File: config.mk
export PLATFORM = sky130hd
export DESIGN_NAME = rv_multicycle_sequencer
export DESIGN_NICKNAME = d
export VERILOG_FILES = /design/src/rtl/rv_multicycle_sequencer.sv
export SDC_FILE = /design/constraint.sdc
export NUM_CORES = 1
export LEC_CHECK = 0
export CORE_MARGIN = 2
export CORE_UTILIZATION = 40
export CTS_BUF_LIST = sky130_fd_sc_hd__clkbuf_8 sky130_fd_sc_hd__clkbuf_16
export CTS_CLUSTER_DIAMETER = 30
export DETAILED_ROUTE_END_ITERATION = 7
export PLACE_DENSITY = 0.84
export SYNTH_ARGS = -nofsm -noshare
export SYNTH_HDL_FRONTEND = slang
export SYNTH_SLANG_ARGS = --single-unit
File: constraint.sdc
create_clock -name clk -period 1.3 [get_ports clk]
set_input_delay 0.195 -clock clk [delete_from_list [all_inputs] [get_ports clk]]
set_output_delay 0.195 -clock clk [all_outputs]
set_load 0.05 [all_outputs]
File: src/rtl/rv_multicycle_sequencer.sv
// Multi-cycle main-state sequencer for an RV32I datapath sharing one memory port.
// Optional retired-instruction counter is built when RETIRE_CNT_EN is defined.
module rv_multicycle_sequencer #(
    parameter int unsigned MEM_TIMEOUT = 255,
    parameter int unsigned CNT_W       = 8
) (
    input  logic        clk,
    input  logic        rst_n,
    input  logic [6:0]  opcode,
    input  logic        branch_taken,
    input  logic        mem_ready,
    input  logic        stall,
    input  logic        trap_clr,
    output logic        mem_req,
    output logic        mem_we,
    output logic        addr_sel,
    output logic        ir_en,
    output logic        pc_en,
    output logic        pc_sel,
    output logic        reg_we,
    output logic        fault,
    output logic [1:0]  fault_code,
    output logic [2:0]  state,
    output logic [31:0] instret
);

    localparam int unsigned TO_LAST = (MEM_TIMEOUT == 0) ? 0 : MEM_TIMEOUT - 1;
    localparam bit          WDOG_EN = (MEM_TIMEOUT != 0);

    typedef enum logic [2:0] {
        S_FETCH = 3'd0,
        S_DECODE = 3'd1,
        S_EXECUTE = 3'd2,
        S_MEM = 3'd3,
        S_WB = 3'd4,
        S_TRAP = 3'd7
    } state_e;

    typedef enum logic [3:0] {
        C_NONE, C_R, C_I, C_LOAD, C_STORE, C_BRANCH, C_JAL, C_JALR, C_LUI, C_AUIPC
    } cls_e;

    state_e             state_q, state_d;
    cls_e               cls_q, cls_d, opc_cls_c;
    logic [CNT_W-1:0]   cnt_q, cnt_d;
    logic [1:0]         fc_q, fc_d;
    logic               wait_expired_c;

    // Opcode class lookup; anything unlisted is illegal.
    always_comb begin
        opc_cls_c = C_NONE;
        unique case (opcode)
            7'b0110011: opc_cls_c = C_R;
            7'b0010011: opc_cls_c = C_I;
            7'b0000011: opc_cls_c = C_LOAD;
            7'b0100011: opc_cls_c = C_STORE;
            7'b1100011: opc_cls_c = C_BRANCH;
            7'b1101111: opc_cls_c = C_JAL;
            7'b1100111: opc_cls_c = C_JALR;
            7'b0110111: opc_cls_c = C_LUI;
            7'b0010111: opc_cls_c = C_AUIPC;
            default:    opc_cls_c = C_NONE;
        endcase
    end

    assign wait_expired_c = WDOG_EN && (cnt_q == CNT_W'(TO_LAST));

    always_ff @(posedge clk) begin
        if (!rst_n) begin
            state_q <= S_FETCH;
            cls_q   <= C_NONE;
            cnt_q   <= '0;
            fc_q    <= 2'b00;
        end else begin
            state_q <= state_d;
            cls_q   <= cls_d;
            cnt_q   <= cnt_d;
            fc_q    <= fc_d;
        end
    end

    // Next state; the wait counter is zero unless a request stays pending in place.
    always_comb begin
        state_d = state_q;
        cls_d   = cls_q;
        cnt_d   = '0;
        fc_d    = fc_q;
        unique case (state_q)
            S_FETCH: begin
                if (mem_ready) begin
                    state_d = S_DECODE;
                end else if (wait_expired_c) begin
                    state_d = S_TRAP;
                    fc_d    = 2'b10;
                end else begin
                    cnt_d = cnt_q + CNT_W'(1);
                end
            end
            S_DECODE: begin
                if (!stall) begin
                    if (opc_cls_c == C_NONE) begin
                        state_d = S_TRAP;
                        fc_d    = 2'b01;
                    end else begin
                        cls_d   = opc_cls_c;
                        state_d = S_EXECUTE;
                    end
                end
            end
            S_EXECUTE: begin
                if (!stall) begin
                    if (cls_q == C_LOAD || cls_q == C_STORE) begin
                        state_d = S_MEM;
                    end else if (cls_q == C_BRANCH) begin
                        state_d = S_FETCH;
                    end else begin
                        state_d = S_WB;
                    end
                end
            end
            S_MEM: begin
                if (mem_ready) begin
                    state_d = (cls_q == C_STORE) ? S_FETCH : S_WB;
                end else if (wait_expired_c) begin
                    state_d = S_TRAP;
                    fc_d    = 2'b11;
                end else begin
                    cnt_d = cnt_q + CNT_W'(1);
                end
            end
            S_WB: begin
                if (!stall) begin
                    state_d = S_FETCH;
                end
            end
            S_TRAP: begin
                if (trap_clr) begin
                    state_d = S_FETCH;
                    fc_d    = 2'b00;
                end
            end
            default: state_d = S_FETCH;
        endcase
    end

    // Phase enables and memory handshake; everything is held low during reset.
    always_comb begin
        mem_req    = 1'b0;
        mem_we     = 1'b0;
        addr_sel   = 1'b0;
        ir_en      = 1'b0;
        pc_en      = 1'b0;
        pc_sel     = 1'b0;
        reg_we     = 1'b0;
        fault      = 1'b0;
        fault_code = 2'b00;
        state      = 3'd0;
        if (rst_n) begin
            state      = state_q;
            fault_code = fc_q;
            unique case (state_q)
                S_FETCH: begin
                    mem_req = 1'b1;
                    ir_en   = mem_ready;
                end
                S_EXECUTE: begin
                    if (!stall && cls_q == C_BRANCH) begin
                        pc_en  = 1'b1;
                        pc_sel = branch_taken;
                    end
                end
                S_MEM: begin
                    mem_req  = 1'b1;
                    addr_sel = 1'b1;
                    mem_we   = (cls_q == C_STORE);
                    pc_en    = mem_ready && (cls_q == C_STORE);
                end
                S_WB: begin
                    if (!stall) begin
                        reg_we = 1'b1;
                        pc_en  = 1'b1;
                        pc_sel = (cls_q == C_JAL) || (cls_q == C_JALR);
                    end
                end
                S_TRAP: fault = 1'b1;
                default: ;
            endcase
        end
    end

`ifdef RETIRE_CNT_EN
    logic [31:0] instret_q;

    always_ff @(posedge clk) begin
        if (!rst_n) begin
            instret_q <= 32'h0;
        end else if (pc_en) begin
            instret_q <= instret_q + 32'd1;
        end
    end

    assign instret = rst_n ? instret_q : 32'h0;
`else
    assign instret = 32'h0;
`endif

endmodule

# Word-level counts from Yosys, hierarchy flattened
# Index checks and enable logic that the tools add are counted.
# Widths: inputs -> output; s select.
# word_totals
register_bits,17
in_bits,13
wordCells,94
output_inout_bits,45
# classes
n_eq_ne,29
n_reduce_logical,13
n_addsub,1
n_mux,43
bitwise,4
# op_table
op,n
$mux 3,12
$pmux 4 s9,1
$eq 7x6->1 const B,3
$eq 7x7->1 const B,3
$mux 1,18
$ne 2x2->1 const B,9
$pmux 3 s6,1
$eq 4x3->1 const B,4
$mux 2,8
$eq 7x5->1 const B,2
$add 8x1->8 const B,1
$eq 8x8->1 const B,1
$pmux 2 s4,1
$reduce_and 8->1,1
$eq 7x2->1 const B,1
$eq 3x2->1 const B,2
$eq 3x3->1 const B,2
$eq 4x2->1 const B,1
$logic_not 4->1,1
$not 1->1,4
$reduce_and 4->1,1
$reduce_bool 4->1,1
$reduce_or 4->1,1
$eq 3x1->1 const B,1
other kinds (8),10

# Depth between registers and ports, before layout
# logic_depth
ltp_word,6
depth_mapped,7
ltp_nobuf,7

# Worst setup path after synthesis
# OpenSTA, ideal clock, no wires.
# synth_path
path_type,reg-to-output
startpoint,register state_q[2]
endpoint,output ir_en
t_required_ps,1105
slack_ps,-1184
stages_incl_launch_ff,4
arrival_ps,2289
cell_sequence,dfxtp_1 > buf_2 > nand2b_1 > nor4b_1
# synth_via
elab_chain_cells,3
# synth_rtl
element,line,rtl
from (decl),43,"state_e state_q, state_d;"
from (signal assigned),75,state_q <= state_d;
$logic_not 3->1,161,unique case (state_q)
$mux 1,161,
$mux 1,158,if (rst_n) begin
to (decl),17,"output logic ir_en,"
# Every way passes these cells.

# Worst setup path in the final report
# layout_path
startpoint,register cls_q[3]
endpoint,output pc_en
# layout_via
elab_chain_cells,5
elab_cells_between_ends,7
# layout_rtl
element,line,rtl
from (decl),44,"cls_e cls_q, cls_d, opc_cls_c;"
from (signal assigned),76,cls_q <= cls_d;
$eq 4x3->1,167,if (!stall && cls_q == C_BRANCH) begin
$logic_and 1x1->1,167,
$mux 1,167,
$pmux 1 s3 (*),161,
$mux 1 (*),158,
to (decl),18,"output logic pc_en,"
# Every way passes the cells marked *; elsewhere a longest branch is shown, timed or not.

==> impl_results.md <==
- Worst Path Required: 1.11 ns
- Commonest non-fill, non-tap cells in the layout: 60 x buf_4, 32 x conb_1, 15 x buf_12, 13 x dfxtp_1, 12 x buf_6
- DR vias: 1656
- Maxcap violations: 0
- Routed len/inst: 13.8 um
- FMAX: 519 MHz
- Layout area overhead: 85.4%
- Synth area leader: dfxtp_1
- Critical R2R Launch: state_q[0]
- Diodes inserted: 0
- Final Setup Violations: 28
- Max Slew Vio Count: 0
- Status: finished, violations left
- Skew final: approximately 0.0018 ns
- Seq/Total Area, Yosys: between 20% and 30%
- DR iter-0 viols: 39
- Drc violations: 0
- Setup ws final: -0.625 ns
- Grt total ovfl: 0
- Reg clk slew, reported paths: 0.07 ns
- Pwr dens: 1520 nW/um2
- Vias in the first global route: about 1600
- Placer Congestion: 0.863
- Largest net degree at the start of global routing: 14
- Initial Util: 41.6%
- Setup_tns: -9.82 ns
- IO Port Bufs: 25
- Root buffer cell: clkbuf_8
- HPWL after DPL: 3190 um
- Ys async rst share: 0%
- Site row count: 22
- R2R depth: 10
- Final period util: 148%
- R2R Setup Slk: -0.50 ns
- Critical path type: reg -> out
- Chip width: between 60 and 70 um
- CP arrival: 1.73 ns
- Share of the synthesized area in the top cell type: 22.5%
- Final Critical Period: 1.93 ns
- Final net count: 308
- CP Launch Point: cls_q[3]
- Synth top area cells: dfxtp_1 23%, buf_4 16%, nor2_1 5.0%
- CP endpoint: pc_en
- Num CTS Buffers: 3
- CTS max path bufs: 2
- Number of synthesized register bits: 17
- Crit path launch type: flip-flop
- Critical Path End Type: primary output
- Commonest non-fill, non-tap cell in the layout: buf_4
- H-Tree Depth: 1
- Die H: 65.5 um
- Count of cell types in the netlist: slightly above 50
- Global router's overall resource usage: between 20% and 30%
- Via-to-Cell Ratio: 4.87
- Failing checks: negative setup slack
- EDFF count, synth: 0
- Syn_area_per_cell: a little under 8 um2
- Post-Syn Instances: 195
- CP max FO: 5
- RSZ-0062 raised after global routing: true
- Sink Count: 17
- First-pass detailed-route iteration total: 4
- Clk_lat worst skew: 0.25 ns
- Full die area: 4290 um2
- Layout cells sized above 1: 49.3%
- CTS Hold Bufs: 0
- Total power: between 0.004 and 0.005 W
- HP Class: in -> reg
- CORE AREA: 3630 um2
- Antenna violations before repair: 0
- Post-synth top flop: dfxtp_1
- CTS tree: yes
- Max IR drop VDD: 0.933 mV
- LEAKAGE: approximately 1.2 nW
- Syn. warnings: 0
- Final WL: around 4700 um
- First-pass GRT wire length: around 7000 um
- Mapped cell area: 1510 um2
- FF-to-FF End: fc_q[0]
- Hold Vio Cnt, Final: 0
- I/O pin cnt: 58
- Antenna violation net count after detailed routing: 0
-- cell usage after synthesis (3+ instances only) --
master / instances
nand3_1: 8
mux2i_1: 4
buf_2: 5
and2_1: 5
nand4_1: 3
and3_1: 4
nor2b_1: 3
buf_4: 33
dfxtp_1: 17
nand2_1: 13
xnor2_1: 5
nand2b_1: 9
inv_1: 5
xor2_1: 5
nor2_1: 20
o21ai_0: 7
a21oi_1: 7
nor3_1: 5
-- report_power, final --
group	internal, W	leakage, nW	switching [W]	total, W
registers	0.000619	0.140	0.0000953	0.000714
logic	0.00163	1.03	0.00153	0.00317
clock network	0.000210	0.0269	0.000182	0.000392
total	0.00246	1.20	0.00181	0.00427
-- per-layer routing --
layer  global-route usage (%)  vias to the layer above  share of wire, %
met2                     41.8                       49                56
met4                     5.99                        0               1.6
met5                        0                        -                 0
met1                     24.2                      790                39
met3                     3.08                        8               3.8
li1                         -                      809                 -
-- stage by stage --
step / hold slack (ns) / std cells / setup slack [ns] / cell area, um2 / util, %
after floorplan: 0.351 / 226 / -0.502 / 1770 / -
after global placement: 0.475 / 315 / -0.510 / 2330 / 64.1
after detailed placement: 0.502 / 315 / -0.550 / 2330 / 64.1
after CTS: 0.485 / 338 / -0.612 / 2680 / 73.9
after global routing: 0.495 / 340 / -0.678 / 2800 / 77.1
final: 0.489 / 340 / -0.625 / 2800 / 77.1
-- cell type report --
type	instances	area [um2]
multi-input cells	163	1240
clock inverters	1	3.75
clock buffers	3	41.3
fillers	247	831
flip-flops and latches	17	353
well taps	48	60.1
repair buffers	103	1080
inverters	5	25.0
-- worst max-delay path, cell delays in order, from the launching register on --
cell and delay [ns]:
dfxtp_1 0.32, buf_4 0.15, nor3_4 0.22, and4_1 0.26
nor3_1 0.06, buf_4 0.14, nor3_4 0.16, buf_12 0.17
-- worst min-delay path by stage --
stage	slack, ns	from	to	cells past startpoint
3_3_place_gp	0.47	fc_q[0]	fc_q[0]	1
2_1_floorplan	0.35	opcode[4]	cls_q[3]	2
6_report	0.49	rst_n	state_q[2]	3
5_1_grt	0.49	rst_n	state_q[2]	3
3_5_place_dp	0.50	cnt_q[0]	cnt_q[0]	2
4_1_cts	0.48	rst_n	state_q[2]	3
-- flip-flops by register name, indices dropped and copies added, names as in the netlist --
name     count
cnt_q        8
fc_q         2
state_q      3
cls_q        4
-- kinds of logic (layout without fill, tap and decap cells) --
group	after synthesis	after routing	share of synthesized area [%]
compound gates	34	34	17.1
xor+xnor	10	10	5.79
mux	4	4	2.65
buf+inv	46	112	20.6
flops	17	17	22.5
simple gates	81	81	29.5
fa+ha+maj	2	2	1.66
other cells	1	32	0.248
-- what timing repair did --
action / CTS / global route
setup buffers: 19 / 3
endpoints found under the setup margin: 30 / 28
pin swaps: 13 / 18
gates resized for setup: 41 / 28
Power figures use the tool's default switching activity.
